## src/rtl/wb_stage_if.sv

```systemverilog
// wb_stage_if: ALU/LSU result handshakes, issue/scoreboard lookups and the
// register-file write port of wb_stage. Bypass signals exist only with WB_BYPASS_EN.
interface wb_stage_if #(
  parameter int DATA_W = 64,
  parameter int IDX_W  = 5
);
  logic              alu_valid;
  logic              alu_ready;
  logic              alu_we;
  logic [IDX_W-1:0]  alu_rd;
  logic [DATA_W-1:0] alu_data;
  logic              lsu_valid;
  logic              lsu_ready;
  logic              lsu_we;
  logic [IDX_W-1:0]  lsu_rd;
  logic [DATA_W-1:0] lsu_data;
  logic              issue_en;
  logic [IDX_W-1:0]  issue_rd;
  logic              issue_ready;
  logic [IDX_W-1:0]  rs1_index;
  logic [IDX_W-1:0]  rs2_index;
  logic              rs1_busy;
  logic              rs2_busy;
  logic              rd_en;
  logic [IDX_W-1:0]  rd_index;
  logic [DATA_W-1:0] rd_data;
`ifdef WB_BYPASS_EN
  logic              rs1_fwd;
  logic              rs2_fwd;
  logic [DATA_W-1:0] fwd_data1;
  logic [DATA_W-1:0] fwd_data2;
`endif

  modport slave (
    input  alu_valid, alu_we, alu_rd, alu_data,
    input  lsu_valid, lsu_we, lsu_rd, lsu_data,
    input  issue_en, issue_rd, rs1_index, rs2_index,
    output alu_ready, lsu_ready, issue_ready, rs1_busy, rs2_busy,
`ifdef WB_BYPASS_EN
    output rs1_fwd, rs2_fwd, fwd_data1, fwd_data2,
`endif
    output rd_en, rd_index, rd_data
  );

  modport master (
    output alu_valid, alu_we, alu_rd, alu_data,
    output lsu_valid, lsu_we, lsu_rd, lsu_data,
    output issue_en, issue_rd, rs1_index, rs2_index,
    input  alu_ready, lsu_ready, issue_ready, rs1_busy, rs2_busy,
`ifdef WB_BYPASS_EN
    input  rs1_fwd, rs2_fwd, fwd_data1, fwd_data2,
`endif
    input  rd_en, rd_index, rd_data
  );
endinterface

```

## src/rtl/wb_stage.sv

```systemverilog
// wb_stage: LSU-over-ALU writeback arbiter with a registered register-file write
// port and a 2-bit pending-write scoreboard per register. Optional bypass: WB_BYPASS_EN.
module wb_stage #(
  parameter int DATA_W  = 64,
  parameter int IDX_W   = 5,
  parameter int REG_NUM = 32
) (
  input  logic      clk,
  input  logic      rst,
  wb_stage_if.slave wb
);
  logic               rd_en_q, rd_en_d;
  logic [IDX_W-1:0]   rd_index_q, rd_index_d;
  logic [DATA_W-1:0]  rd_data_q, rd_data_d;
  logic [1:0]         cnt_q [REG_NUM];
  logic [1:0]         cnt_d [REG_NUM];
  logic [REG_NUM-1:0] inc_vec;
  logic [REG_NUM-1:0] dec_vec;
  logic               issue_go;
  logic [1:0]         cnt_rs1, cnt_rs2;

  // A load result is always older than a concurrent ALU result, so LSU wins.
  assign wb.lsu_ready = 1'b1;
  assign wb.alu_ready = !wb.lsu_valid;

  always_comb begin
    rd_en_d    = 1'b0;
    rd_index_d = rd_index_q;
    rd_data_d  = rd_data_q;
    if (wb.lsu_valid) begin
      rd_en_d    = wb.lsu_we && (wb.lsu_rd != '0);
      rd_index_d = wb.lsu_rd;
      rd_data_d  = wb.lsu_data;
    end else if (wb.alu_valid) begin
      rd_en_d    = wb.alu_we && (wb.alu_rd != '0);
      rd_index_d = wb.alu_rd;
      rd_data_d  = wb.alu_data;
    end
  end

  assign wb.issue_ready = (wb.issue_rd == '0) || (cnt_q[wb.issue_rd] != 2'd3);
  assign issue_go       = wb.issue_en && wb.issue_ready;

  generate
    for (genvar gi = 0; gi < REG_NUM; gi++) begin : g_sb
      if (gi == 0) begin : g_x0
        assign inc_vec[gi] = 1'b0;
        assign dec_vec[gi] = 1'b0;
      end else begin : g_xn
        assign inc_vec[gi] = issue_go && (wb.issue_rd == IDX_W'(gi));
        assign dec_vec[gi] = rd_en_q && (rd_index_q == IDX_W'(gi));
      end
    end
  endgenerate

  // Simultaneous issue and writeback of one register cancel out.
  always_comb begin
    for (int i = 0; i < REG_NUM; i++) begin
      cnt_d[i] = cnt_q[i];
      if (inc_vec[i] && !dec_vec[i])
        cnt_d[i] = cnt_q[i] + 2'd1;
      else if (dec_vec[i] && !inc_vec[i] && cnt_q[i] != 2'd0)
        cnt_d[i] = cnt_q[i] - 2'd1;
    end
  end

  always_ff @(posedge clk or negedge rst) begin
    if (!rst) begin
      rd_en_q    <= 1'b0;
      rd_index_q <= '0;
      rd_data_q  <= '0;
      for (int i = 0; i < REG_NUM; i++) cnt_q[i] <= 2'd0;
    end else begin
      rd_en_q    <= rd_en_d;
      rd_index_q <= rd_index_d;
      rd_data_q  <= rd_data_d;
      for (int i = 0; i < REG_NUM; i++) cnt_q[i] <= cnt_d[i];
    end
  end

  assign wb.rd_en    = rd_en_q;
  assign wb.rd_index = rd_index_q;
  assign wb.rd_data  = rd_data_q;
  assign cnt_rs1     = cnt_q[wb.rs1_index];
  assign cnt_rs2     = cnt_q[wb.rs2_index];

`ifdef WB_BYPASS_EN
  // The last outstanding write is on the port now: hand it to decode directly.
  assign wb.rs1_fwd   = rd_en_q && (rd_index_q == wb.rs1_index) && (cnt_rs1 == 2'd1);
  assign wb.rs2_fwd   = rd_en_q && (rd_index_q == wb.rs2_index) && (cnt_rs2 == 2'd1);
  assign wb.fwd_data1 = rd_data_q;
  assign wb.fwd_data2 = rd_data_q;
  assign wb.rs1_busy  = (wb.rs1_index != '0) && (cnt_rs1 != 2'd0) && !wb.rs1_fwd;
  assign wb.rs2_busy  = (wb.rs2_index != '0) && (cnt_rs2 != 2'd0) && !wb.rs2_fwd;
`else
  assign wb.rs1_busy  = (wb.rs1_index != '0) && (cnt_rs1 != 2'd0);
  assign wb.rs2_busy  = (wb.rs2_index != '0) && (cnt_rs2 != 2'd0);
`endif

`ifndef SYNTHESIS
  a_no_underflow: assert property (@(posedge clk) disable iff (!rst)
    rd_en_q |-> (cnt_q[rd_index_q] != 2'd0));
`endif
endmodule

```

## src/flat_wrapper.sv

```systemverilog
// flat-port wrapper written by rule: the top's interface ports become plain ports
module wb_stage_flat 
#(
  parameter int DATA_W  = 64,
  parameter int IDX_W   = 5,
  parameter int REG_NUM = 32
)
  (clk, rst, wb_alu_valid, wb_alu_we, wb_alu_rd, wb_alu_data, wb_lsu_valid, wb_lsu_we, wb_lsu_rd, wb_lsu_data, wb_issue_en, wb_issue_rd, wb_rs1_index, wb_rs2_index, wb_alu_ready, wb_lsu_ready, wb_issue_ready, wb_rs1_busy, wb_rs2_busy, wb_rd_en, wb_rd_index, wb_rd_data);
  wb_stage_if #(.DATA_W(DATA_W), .IDX_W(IDX_W)) wb_i ();
  input  logic clk;
  input  logic rst;
  input wire logic [$bits(wb_i.alu_valid)-1:0] wb_alu_valid;
  input wire logic [$bits(wb_i.alu_we)-1:0] wb_alu_we;
  input wire logic [$bits(wb_i.alu_rd)-1:0] wb_alu_rd;
  input wire logic [$bits(wb_i.alu_data)-1:0] wb_alu_data;
  input wire logic [$bits(wb_i.lsu_valid)-1:0] wb_lsu_valid;
  input wire logic [$bits(wb_i.lsu_we)-1:0] wb_lsu_we;
  input wire logic [$bits(wb_i.lsu_rd)-1:0] wb_lsu_rd;
  input wire logic [$bits(wb_i.lsu_data)-1:0] wb_lsu_data;
  input wire logic [$bits(wb_i.issue_en)-1:0] wb_issue_en;
  input wire logic [$bits(wb_i.issue_rd)-1:0] wb_issue_rd;
  input wire logic [$bits(wb_i.rs1_index)-1:0] wb_rs1_index;
  input wire logic [$bits(wb_i.rs2_index)-1:0] wb_rs2_index;
  output wire logic [$bits(wb_i.alu_ready)-1:0] wb_alu_ready;
  output wire logic [$bits(wb_i.lsu_ready)-1:0] wb_lsu_ready;
  output wire logic [$bits(wb_i.issue_ready)-1:0] wb_issue_ready;
  output wire logic [$bits(wb_i.rs1_busy)-1:0] wb_rs1_busy;
  output wire logic [$bits(wb_i.rs2_busy)-1:0] wb_rs2_busy;
  output wire logic [$bits(wb_i.rd_en)-1:0] wb_rd_en;
  output wire logic [$bits(wb_i.rd_index)-1:0] wb_rd_index;
  output wire logic [$bits(wb_i.rd_data)-1:0] wb_rd_data;
  assign wb_i.alu_valid = wb_alu_valid;
  assign wb_i.alu_we = wb_alu_we;
  assign wb_i.alu_rd = wb_alu_rd;
  assign wb_i.alu_data = wb_alu_data;
  assign wb_i.lsu_valid = wb_lsu_valid;
  assign wb_i.lsu_we = wb_lsu_we;
  assign wb_i.lsu_rd = wb_lsu_rd;
  assign wb_i.lsu_data = wb_lsu_data;
  assign wb_i.issue_en = wb_issue_en;
  assign wb_i.issue_rd = wb_issue_rd;
  assign wb_i.rs1_index = wb_rs1_index;
  assign wb_i.rs2_index = wb_rs2_index;
  assign wb_alu_ready = wb_i.alu_ready;
  assign wb_lsu_ready = wb_i.lsu_ready;
  assign wb_issue_ready = wb_i.issue_ready;
  assign wb_rs1_busy = wb_i.rs1_busy;
  assign wb_rs2_busy = wb_i.rs2_busy;
  assign wb_rd_en = wb_i.rd_en;
  assign wb_rd_index = wb_i.rd_index;
  assign wb_rd_data = wb_i.rd_data;
  wb_stage #(.DATA_W(DATA_W), .IDX_W(IDX_W), .REG_NUM(REG_NUM)) u_core (.clk(clk), .rst(rst), .wb(wb_i));
endmodule
```

## config.mk

```make
export PLATFORM = sky130hd
export DESIGN_NAME = wb_stage_flat
export DESIGN_NICKNAME = d
export VERILOG_FILES = /design/src/rtl/wb_stage_if.sv /design/src/rtl/wb_stage.sv /design/src/flat_wrapper.sv
export SDC_FILE = /design/constraint.sdc
export NUM_CORES = 1
export LEC_CHECK = 0
export BUFFER_PORTS_ARGS = -buffer_cell sky130_fd_sc_hd__clkbuf_2
export CAP_MARGIN = 40
export CELL_PAD_IN_SITES_DETAIL_PLACEMENT = 1
export CELL_PAD_IN_SITES_GLOBAL_PLACEMENT = 1
export CORE_MARGIN = 3
export CORE_UTILIZATION = 42
export CTS_CLUSTER_DIAMETER = 40
export CTS_CLUSTER_SIZE = 25
export DETAILED_ROUTE_END_ITERATION = 7
export PLACE_DENSITY_LB_ADDON = 0.1
export SETUP_SLACK_MARGIN = 0.1
export SYNTH_ARGS = -nofsm -noshare
export SYNTH_HDL_FRONTEND = slang
export SYNTH_SLANG_ARGS = --single-unit
export TNS_END_PERCENT = 30
```

## constraint.sdc

```tcl
create_clock -name clk -period 3.8 [get_ports clk]
set_input_delay 0.38 -clock clk [delete_from_list [all_inputs] [get_ports clk]]
set_output_delay 0.38 -clock clk [all_outputs]
set_load 0.05 [all_outputs]
```

==> results of run 1 <==
[routing by layer]
metal,track usage (%),wire length (µm)
met2,50.7,14800
met5,0,0
met3,9.49,2240
met1,33.6,11400
met4,10.1,936
[report_power, final]
part / internal (µW) / total (µW) / switching [µW]
sequential: 1600 / 1900 / 296
clock: 1140 / 1870 / 729
combinational: 455 / 1200 / 744
[registers in the layout (all words and copies together), names as in the netlist]
name / count
u_core.wb.rd_data: 64
u_core.wb.rd_index: 5
u_core.wb.rd_en: 1
u_core.cnt_q: 62
[cell families (layout without fill, tap and decap cells)]
logic type	Yosys count	after routing	synth area share [%]
simple gates	316	316	18.5
other cells	1	1	0.0468
buf+inv	67	285	3.66
compound gates	234	234	18.1
flops	132	132	41.2
xor+xnor	19	19	2.08
mux	103	103	16.4
[Yosys cell counts, types with 19 or more instances]
master	n
sky130_fd_sc_hd__dfrtp_1	132
sky130_fd_sc_hd__o21ai_0	106
sky130_fd_sc_hd__nor2_1	95
sky130_fd_sc_hd__nand2_1	91
sky130_fd_sc_hd__mux2i_1	72
sky130_fd_sc_hd__clkbuf_1	36
sky130_fd_sc_hd__a21oi_1	29
sky130_fd_sc_hd__nand3_1	26
sky130_fd_sc_hd__a211oi_1	23
sky130_fd_sc_hd__mux4_2	20
sky130_fd_sc_hd__o22a_1	19
sky130_fd_sc_hd__xnor2_1	19
[path summary, 6_finish.rpt]
kind	slack, ps	to	from	depth (start not counted)
hold / removal	-9	u_core.cnt_q[45]	rst	1
hold reg to reg	540	u_core.cnt_q[20]	u_core.cnt_q[20]	1
setup reg to reg	1000	u_core.cnt_q[8]	u_core.cnt_q[31]	7
setup / recovery	580	wb_issue_ready	wb_issue_rd[1]	7
max in group asynchronous	2910	u_core.cnt_q[2]	rst	2
min in group clk	150	u_core.wb.rd_data[33]	wb_lsu_data[33]	3
[layout make-up]
class | count | area (µm²) | share of cell area, %
clock buffer | 18 | 439 | 4.42
inverter | 13 | 48.8 | 0.491
tap | 229 | 287 | 2.88
timing repair buffer | 240 | 1230 | 12.4
clock inverter | 14 | 211 | 2.13
sequential | 132 | 3300 | 33.3
multi-input combinational | 673 | 4410 | 44.4
[through the flow]
stage	setup slack, ps	total power [µW]	util, %	std cells	hold slack (ps)
5_1_grt	489	5190	54.2	1319	46.7
3_5_place_dp	582	3110	50.6	1287	483
6_report	583	4970	54.2	1319	-8.66
3_3_place_gp	675	3070	50.6	1287	482
2_1_floorplan	1140	2650	-	872	84.4
4_1_cts	640	4990	54.2	1319	25.7
==> flow_metrics.tcl, run 1 <==
set metrics [dict create \
    slew_viol_final 0 \
    relative_slew_margins_pct 46.9 \
    crit_path_max_fo 27 \
    asyncSetResetFlopFracSynth_pct 100 \
    irDropWorstVdd_mv 0.294 \
    via_count 7823 \
    clock_buffer_count_from_cts 17 \
    final_layout_size_suffix_gt1_share_pct 28.2 \
    placement.cell_area_um2 9280 \
    synth_seq_cells 132 \
    synth_top_area_cell "sky130_fd_sc_hd__dfrtp_1" \
    postSynthAreaPerCell_um2 9.18 \
    postSynth.topFlopCell "sky130_fd_sc_hd__dfrtp_1" \
    critical_path_buf_inv_count 2 \
    grt-ovfl-total 0 \
    first_global_vias 8366 \
    hold_violations 10 \
    leakage_uw 0.00474 \
    leading_cell_type_in_the_layout_fill_and_taps_excluded "sky130_fd_sc_hd__clkbuf_2" \
    post-route-cell-area_um2 9930 \
    port-buffer-count 233 \
    ctsHoldBuffers 0 \
    cell_count_after_synthesis 872 \
    area_growth_from_synthesis_to_final_layout_pct 24.0 \
    tritoncts "built" \
    grt_setup_unrepaired "false" \
    wl_cell_um 22.2 \
    placeableCoreArea_um2 18300 \
    postCtsResizedCells 0 \
    net_count_of_the_mapped_netlist 1032 \
    maxCapViolCount 0 \
    avgViaCountPerCell 5.93 \
    num_antenna_cells 0 \
    timing.critical_path.max_delay_family "buffers and inverters" \
    chipWidth_um 144 \
    number_of_flops_mapped_to_enable_cells_by_yosys 0 \
    groute.usage.overall_pct 29.1 \
    post-cts-setup-buffer-count 0 \
    timing.hold.ws_ps -8.66 \
    final_period_minus_worst_setup_slack_ps 3220 \
    fin_nets 1237 \
    place_hpwl_mm 21.6 \
    critical_path.max_stage_delay_ps 680 \
    fp.dieH_um 144 \
    clock-skew-final_ps 10.5 \
    synth_area_leaders "sky130_fd_sc_hd__dfrtp_1 41%, sky130_fd_sc_hd__mux2i_1 9.0%, sky130_fd_sc_hd__o21ai_0 6.6%" \
    tns_ps 0 \
    cp_slowest_cell "sky130_fd_sc_hd__o21a_1" \
    design.die.area_um2 20800 \
    wirelength_mm 29.3 \
    critPathArrivalTime_ps 2840 \
    yosys.cell_types.count 43 \
    num-fill-cells 2165 \
    yosys.area.top_type_share_pct 41.2 \
    clk_transition_reported_paths_ps 60 \
    commonest_non_fill_non_tap_cells_in_the_layout "230 x sky130_fd_sc_hd__clkbuf_2, 132 x sky130_fd_sc_hd__dfrtp_1, 106 x sky130_fd_sc_hd__o21ai_0, 95 x sky130_fd_sc_hd__nor2_1, 91 x sky130_fd_sc_hd__nand2_1" \
    end_kind "primary output" \
    clock-root-buffer "sky130_fd_sc_hd__clkbuf_16" \
    power_density_nw_per_um2 500 \
    routabilityCongestion 0.896 \
    setup-violations-final 0 \
    cts_sinks 132 \
    syn_area_um2 8010 \
    rows 49 \
    fmax_mhz 311 \
    remaining_drc_errors 0 \
    clock_h_tree_levels 4 \
    grt_start_max_net_pins 83 \
    count_of_yosys_warnings_during_synthesis 0 \
    pre_antenna_drt_iters 4 \
    cp_data_required_time_ps 3420 \
    clock_latency_ps 440 \
    failed_checks "hold timing" \
    outcome "finished, violations left" \
    start_kind "input port" \
    timing_worst_slew_pin_value_ps 797 \
    grt_first_pass_wirelength_mm 46.4 \
    crit_type "input port to primary output" \
    portion_of_the_clock_cycle_consumed_by_the_worst_path_in_the_final_layout_pct 84.6 \
    seq_area_frac_synth_pct 41.2 \
    initial_core_util_pct 43.7 \
    critical_path.cell_chain "clkbuf_2, mux4_2, nor2_1, nor4b_1, o21a_1, nor2_1, clkbuf_2" \
    drt_first_iter_violations 310 \
    cts_max_path_buffers 2 \
    antenna_left 0 \
    worstHoldPathType "input port to asynchronous set/reset pin" \
    ios 235 \
    antenna_found_initial 0 \
]
No activity file was read; power rests on OpenSTA's default activity.
==> run 2: changes to the inputs <==
--- a/config.mk
+++ b/config.mk
@@ -10,7 +10,7 @@
 export CELL_PAD_IN_SITES_DETAIL_PLACEMENT = 1
 export CELL_PAD_IN_SITES_GLOBAL_PLACEMENT = 1
 export CORE_MARGIN = 3
-export CORE_UTILIZATION = 42
+export CORE_UTILIZATION = 39
 export CTS_CLUSTER_DIAMETER = 40
 export CTS_CLUSTER_SIZE = 25
 export DETAILED_ROUTE_END_ITERATION = 7
==> constraint.sdc (replaced) <==
create_clock -name clk -period 3 [get_ports clk]
set_input_delay 0.3 -clock clk [delete_from_list [all_inputs] [get_ports clk]]
set_output_delay 0.3 -clock clk [all_outputs]
set_load 0.05 [all_outputs]
==> run 2 against run 1 <==
Effect of this change: the flow now finishes without violations; clock power up 9%; die area up 7.4%; critical endpoint unchanged; cell area up 0.92%; via count down 3.0%.
==> flow_metrics.tcl, run 2 (synthesis gave the netlist of run 1 again) <==
set metrics [dict create \
    ios 235 \
    first_global_vias 8100 \
    grt_first_pass_wirelength_mm 45.2 \
    grt_busiest_layer "met2" \
    num_antenna_cells 0 \
    crit-reg2reg-launch "u_core.cnt_q[31]" \
    final_period_minus_worst_setup_slack_ps 2750 \
    r2r_setup_slack_ps 370 \
    post-place-ws_ps 51.1 \
    crit_path_max_fo 12 \
    leading_cell_type_in_the_layout_fill_and_taps_excluded "sky130_fd_sc_hd__clkbuf_2" \
    port-buffer-count 233 \
    hold_start "wb_lsu_data[16]" \
    end_kind "primary output" \
    total_power_uw 5960 \
    fp.dieH_um 149 \
    p_comb_share_pct 25.5 \
    leakage_uw 0.00477 \
    relative_slew_margins_pct 51.3 \
    largest_reg_flops 64 \
    min_delay_path_depth 3 \
    clk_transition_reported_paths_ps 70 \
    power_frac_seq_pct 40.2 \
    layoutNonFillerInstCount 1370 \
    endpoint_worst_hold "u_core.wb.rd_data[16]" \
    part_of_the_power_in_the_clock_network_pct 34.3 \
    antenna_left 0 \
    setup_ws_ps 248 \
    met2_usage_pct 42.3 \
    routabilityCongestion 0.869 \
    cts_max_path_buffers 2 \
    via_count 7590 \
    drt_first_iter_violations 360 \
    clock-root-buffer "sky130_fd_sc_hd__clkbuf_16" \
    tritoncts "built" \
    placeableCoreArea_um2 19800 \
    placed_cells_incl_taps 1337 \
    start_kind "flip-flop" \
    cts_sinks 132 \
    initial_core_util_pct 40.4 \
    path_depth_of_the_worst_reg2reg_path 8 \
    portion_of_the_clock_cycle_consumed_by_the_worst_path_in_the_final_layout_pct 91.7 \
    outcome "completed" \
    grt_setup_unrepaired "false" \
    grt_start_max_net_pins 60 \
    cp_data_required_time_ps 2700 \
    commonest_non_fill_non_tap_cells_in_the_layout "229 x sky130_fd_sc_hd__clkbuf_2, 132 x sky130_fd_sc_hd__dfrtp_1, 106 x sky130_fd_sc_hd__o21ai_0, 95 x sky130_fd_sc_hd__nor2_1, 91 x sky130_fd_sc_hd__nand2_1" \
    crit_type "flip-flop to primary output" \
    critPathArrivalTime_ps 2450 \
    num-fill-cells 2388 \
    internal-power_uw 3790 \
    timing.hold.ws_ps 69.6 \
    worstHoldPathType "input port to flip-flop" \
    slew_viol_final 0 \
    switching_share_pct 36.4 \
    area_growth_from_synthesis_to_final_layout_pct 25.2 \
    clock_latency_ps 430 \
    irDropWorstVdd_mv 0.392 \
    tns_ps 0 \
    grtUsageMet1_pct 33.7 \
    hold_violations 0 \
    wl_cell_um 20.7 \
    setup-violations-final 0 \
    groute.usage.overall_pct 26.2 \
    fin_nets 1252 \
    fmax_mhz 363 \
    grtUsageMet3_pct 8.54 \
    avgViaCountPerCell 5.54 \
    clock-skew-final_ps 6.34 \
    timing.rr.end "u_core.cnt_q[29]" \
    maxCapViolCount 0 \
    remaining_drc_errors 0 \
    antenna_found_initial 0 \
    clock_buffer_count_from_cts 17 \
    place_hpwl_mm 21.8 \
    final_layout_size_suffix_gt1_share_pct 29.0 \
    power.net_switching_uw 2170 \
    clock_h_tree_levels 4 \
    wirelength_mm 28.4 \
    timing_worst_slew_pin_value_ps 731 \
    grt-ovfl-total 0 \
    design.die.area_um2 22300 \
    power_density_nw_per_um2 595 \
    rows 51 \
    chipWidth_um 149 \
    pre_antenna_drt_iters 5 \
]
==> run 2: metal layers <==
metal / share of wire, % / vias up
li1: - / 3615
met1: 42 / 3707
met2: 48 / 234
met3: 7.6 / 34
met4: 2.0 / 0
met5: 0 / -
==> run 2: through the flow <==
step,area (µm²),utilization (%)
2_1_floorplan,8010,-
3_3_place_gp,9440,47.6
3_5_place_dp,9440,47.6
4_1_cts,10000,50.5
5_1_grt,10000,50.5
6_report,10000,50.5
==> run 2: final cells by class <==
| class | count | area, µm² | area share [%] |
|---|---|---|---|
| multi-input cells | 673 | 4410 | 44.0 |
| flip-flops and latches | 132 | 3300 | 33.0 |
| clock buffers | 18 | 439 | 4.38 |
| well taps | 265 | 332 | 3.31 |
| repair buffers | 255 | 1360 | 13.6 |
| clock inverters | 14 | 128 | 1.27 |
| inverters | 13 | 48.8 | 0.487 |
==> run 2: worst max-delay path by stage <==
stage / start / end / depth (start not counted)
6_report: u_core.cnt_q[31] / wb_issue_ready / 6
5_1_grt: u_core.cnt_q[10] / wb_issue_ready / 6
4_1_cts: u_core.cnt_q[31] / wb_issue_ready / 6
3_5_place_dp: wb_issue_rd[0] / u_core.cnt_q[29] / 9
3_3_place_gp: wb_issue_rd[0] / u_core.cnt_q[29] / 9
2_1_floorplan: wb_issue_rd[1] / wb_issue_ready / 8
==> run 2: timing repair <==
| action | in CTS | in global routing |
|---|---|---|
| hold buffers | 1 | 0 |
| hold endpoints to repair | 55 | 0 |
| resized for setup | 0 | 2 |
| setup buffers | 0 | 0 |
| setup endpoints to repair | 0 | 1 |
==> run 2: critical path, cell delays in order (launching register included) <==
cell and delay [ps]:
sky130_fd_sc_hd__dfrtp_1 460, sky130_fd_sc_hd__mux4_2 480, sky130_fd_sc_hd__a22oi_1 230, sky130_fd_sc_hd__nand3_1 120, sky130_fd_sc_hd__o21a_1 270, sky130_fd_sc_hd__nor2_1 200, sky130_fd_sc_hd__clkbuf_4 260
==> run 2: power groups by stage <==
stage	Clock, µW	Combinational [µW]	Sequential [µW]
floorplan	0	775	2590
global placement	0	1490	2410
detailed placement	0	1530	2410
CTS	2090	1530	2390
global route	2170	1670	2440
finish	2040	1520	2400
==> run 3: changes to the inputs <==
--- a/config.mk
+++ b/config.mk
@@ -14,7 +14,7 @@
 export CTS_CLUSTER_DIAMETER = 40
 export CTS_CLUSTER_SIZE = 25
 export DETAILED_ROUTE_END_ITERATION = 7
-export PLACE_DENSITY_LB_ADDON = 0.1
+export PLACE_DENSITY = 0.81
 export SETUP_SLACK_MARGIN = 0.1
 export SYNTH_ARGS = -nofsm -noshare
 export SYNTH_HDL_FRONTEND = slang
==> run 3 against run 2 <==
Effect of this change: via count increased by 2.3%; cell area hardly changed; highest routed layer unchanged; sequential cell count did not move; largest cell class unchanged.
==> flow_metrics.tcl, run 3 (synthesis gave the netlist of run 1 again) <==
set metrics [dict create \
    first_global_vias 7947 \
    portion_of_the_clock_cycle_consumed_by_the_worst_path_in_the_final_layout_pct 92.2 \
    clock_latency_ps 430 \
    chipWidth_um 149 \
    commonest_non_fill_non_tap_cells_in_the_layout "230 x sky130_fd_sc_hd__clkbuf_2, 132 x sky130_fd_sc_hd__dfrtp_1, 106 x sky130_fd_sc_hd__o21ai_0, 95 x sky130_fd_sc_hd__nor2_1, 91 x sky130_fd_sc_hd__nand2_1" \
    ios 235 \
    worstHoldPathType "input port to flip-flop" \
    grt_start_max_net_pins 69 \
    via_count 7767 \
    crit_type "flip-flop to primary output" \
    final_layout_size_suffix_gt1_share_pct 28.8 \
    part_of_the_power_in_the_clock_network_pct 34.8 \
    remaining_drc_errors 0 \
    crit_path_max_fo 15 \
    tns_ps 0 \
    wl_met2_mm 14.0 \
    relative_slew_margins_pct 57.8 \
    power_frac_seq_pct 39.8 \
    maxCapViolCount 0 \
    tritoncts "built" \
    rows 51 \
    wl_cell_um 21.0 \
    routed-wl-met3_mm 2.30 \
    p_comb_share_pct 25.4 \
    cts_sinks 132 \
    slew_viol_final 0 \
    total_power_uw 6040 \
    hold_violations 0 \
    irDropWorstVdd_mv 0.400 \
    groute.usage.overall_pct 25.8 \
    placeableCoreArea_um2 19800 \
    grt-ovfl-total 0 \
    cts_max_path_buffers 2 \
    leading_cell_type_in_the_layout_fill_and_taps_excluded "sky130_fd_sc_hd__clkbuf_2" \
    power_density_nw_per_um2 603 \
    timing.hold.ws_ps 74.4 \
    clock_h_tree_levels 4 \
    routabilityCongestion 0.917 \
    grt_first_pass_wirelength_mm 44.6 \
    multiInputGateArea_um2 4410 \
    port-buffer-count 233 \
    largest_reg_flops 64 \
    grt_setup_unrepaired "false" \
    start_kind "flip-flop" \
    switching_share_pct 36.2 \
    final_period_minus_worst_setup_slack_ps 2760 \
    antenna_left 0 \
    met1_length_mm 11.5 \
    outcome "completed" \
    clock_buffer_count_from_cts 17 \
    wirelength_mm 28.7 \
    drt_first_iter_violations 436 \
    fin_nets 1248 \
    design.die.area_um2 22300 \
    fp.dieH_um 149 \
    num-fill-cells 2376 \
    postLayoutCoreUtil_pct 50.5 \
    end_kind "primary output" \
    initial_core_util_pct 40.4 \
    top_layer "met4" \
    area_growth_from_synthesis_to_final_layout_pct 25.1 \
    pre_antenna_drt_iters 4 \
    internal-power_uw 3850 \
    place_hpwl_mm 21.9 \
    timing_worst_slew_pin_value_ps 633 \
    cp_data_required_time_ps 2700 \
    antenna_found_initial 1 \
    fmax_mhz 362 \
    power.net_switching_uw 2190 \
    seq_area_um2 3300 \
    clk_transition_reported_paths_ps 70 \
    clock-skew-final_ps 10.3 \
    leakage_uw 0.00476 \
    critPathArrivalTime_ps 2460 \
    clock-root-buffer "sky130_fd_sc_hd__clkbuf_16" \
    avgViaCountPerCell 5.69 \
    setup-violations-final 0 \
]
[run 3: changes by cell type in the layout (fill, tap and decap cells not counted), sizes merged]
cell,previous run,this run
buf,24,20
clkinv,6,4
bufinv,1,2
clkbuf,248,247
diode,0,1
inv,16,17
[run 3: cell type report]
cell class	instances	area share [%]
Antenna cell	1	0.0250
Clock buffer	17	4.25
Clock inverter	14	1.52
Inverter	13	0.487
Multi-Input combinational cell	673	44.1
Sequential cell	132	33.0
Tap cell	265	3.31
Timing Repair Buffer	251	13.4
[run 3: routing by layer]
layer  up-vias  track usage (%)
met3        52             8.11
met1      3811             31.5
met5         -                0
li1       3600                -
met4         0             10.5
met2       304             42.6
[run 3: power by group through the flow]
stage	clock network (µW)	registers (µW)	logic [µW]
floorplan	0	2590	775
global placement	0	2400	1480
detailed placement	0	2420	1530
CTS	2140	2390	1530
global route	2220	2430	1660
finish	2100	2400	1530
[run 3: final timing paths]
kind	cells after the start	slack [ps]	endpoint	start
max in group asynchronous	3	1780	u_core.cnt_q[13]	rst
min reg2reg	1	550	u_core.cnt_q[4]	u_core.cnt_q[4]
max	7	240	wb_issue_ready	u_core.cnt_q[55]
min in group asynchronous	2	440	u_core.cnt_q[59]	rst
max reg2reg	8	460	u_core.cnt_q[0]	u_core.cnt_q[10]
min	3	70	u_core.wb.rd_data[50]	wb_lsu_data[50]
[run 3: repair_timing]
action,4_1_cts,5_1_grt
setup endpoints to repair,1,1
hold buffers,1,0
pin swaps,0,1
resized for setup,1,0
buffers inserted,0,2
hold endpoints to repair,59,0
[run 3: per-stage QoR]
step / setup slack [ps] / instances / area, µm²
global route: 150 / 1366 / 10000
global placement: 271 / 1331 / 9410
detailed placement: 166 / 1331 / 9410
finish: 235 / 1366 / 10000
floorplan: 504 / 872 / 8010
CTS: 173 / 1363 / 10000
[run 3: critical path, cell delays in order (launching register included)]
cell	delay (ps)
sky130_fd_sc_hd__dfrtp_1	480
sky130_fd_sc_hd__mux4_2	490
sky130_fd_sc_hd__o22ai_1	160
sky130_fd_sc_hd__nor4b_1	80
sky130_fd_sc_hd__o21a_1	220
sky130_fd_sc_hd__buf_4	190
sky130_fd_sc_hd__nor2_1	110
sky130_fd_sc_hd__clkbuf_2	290
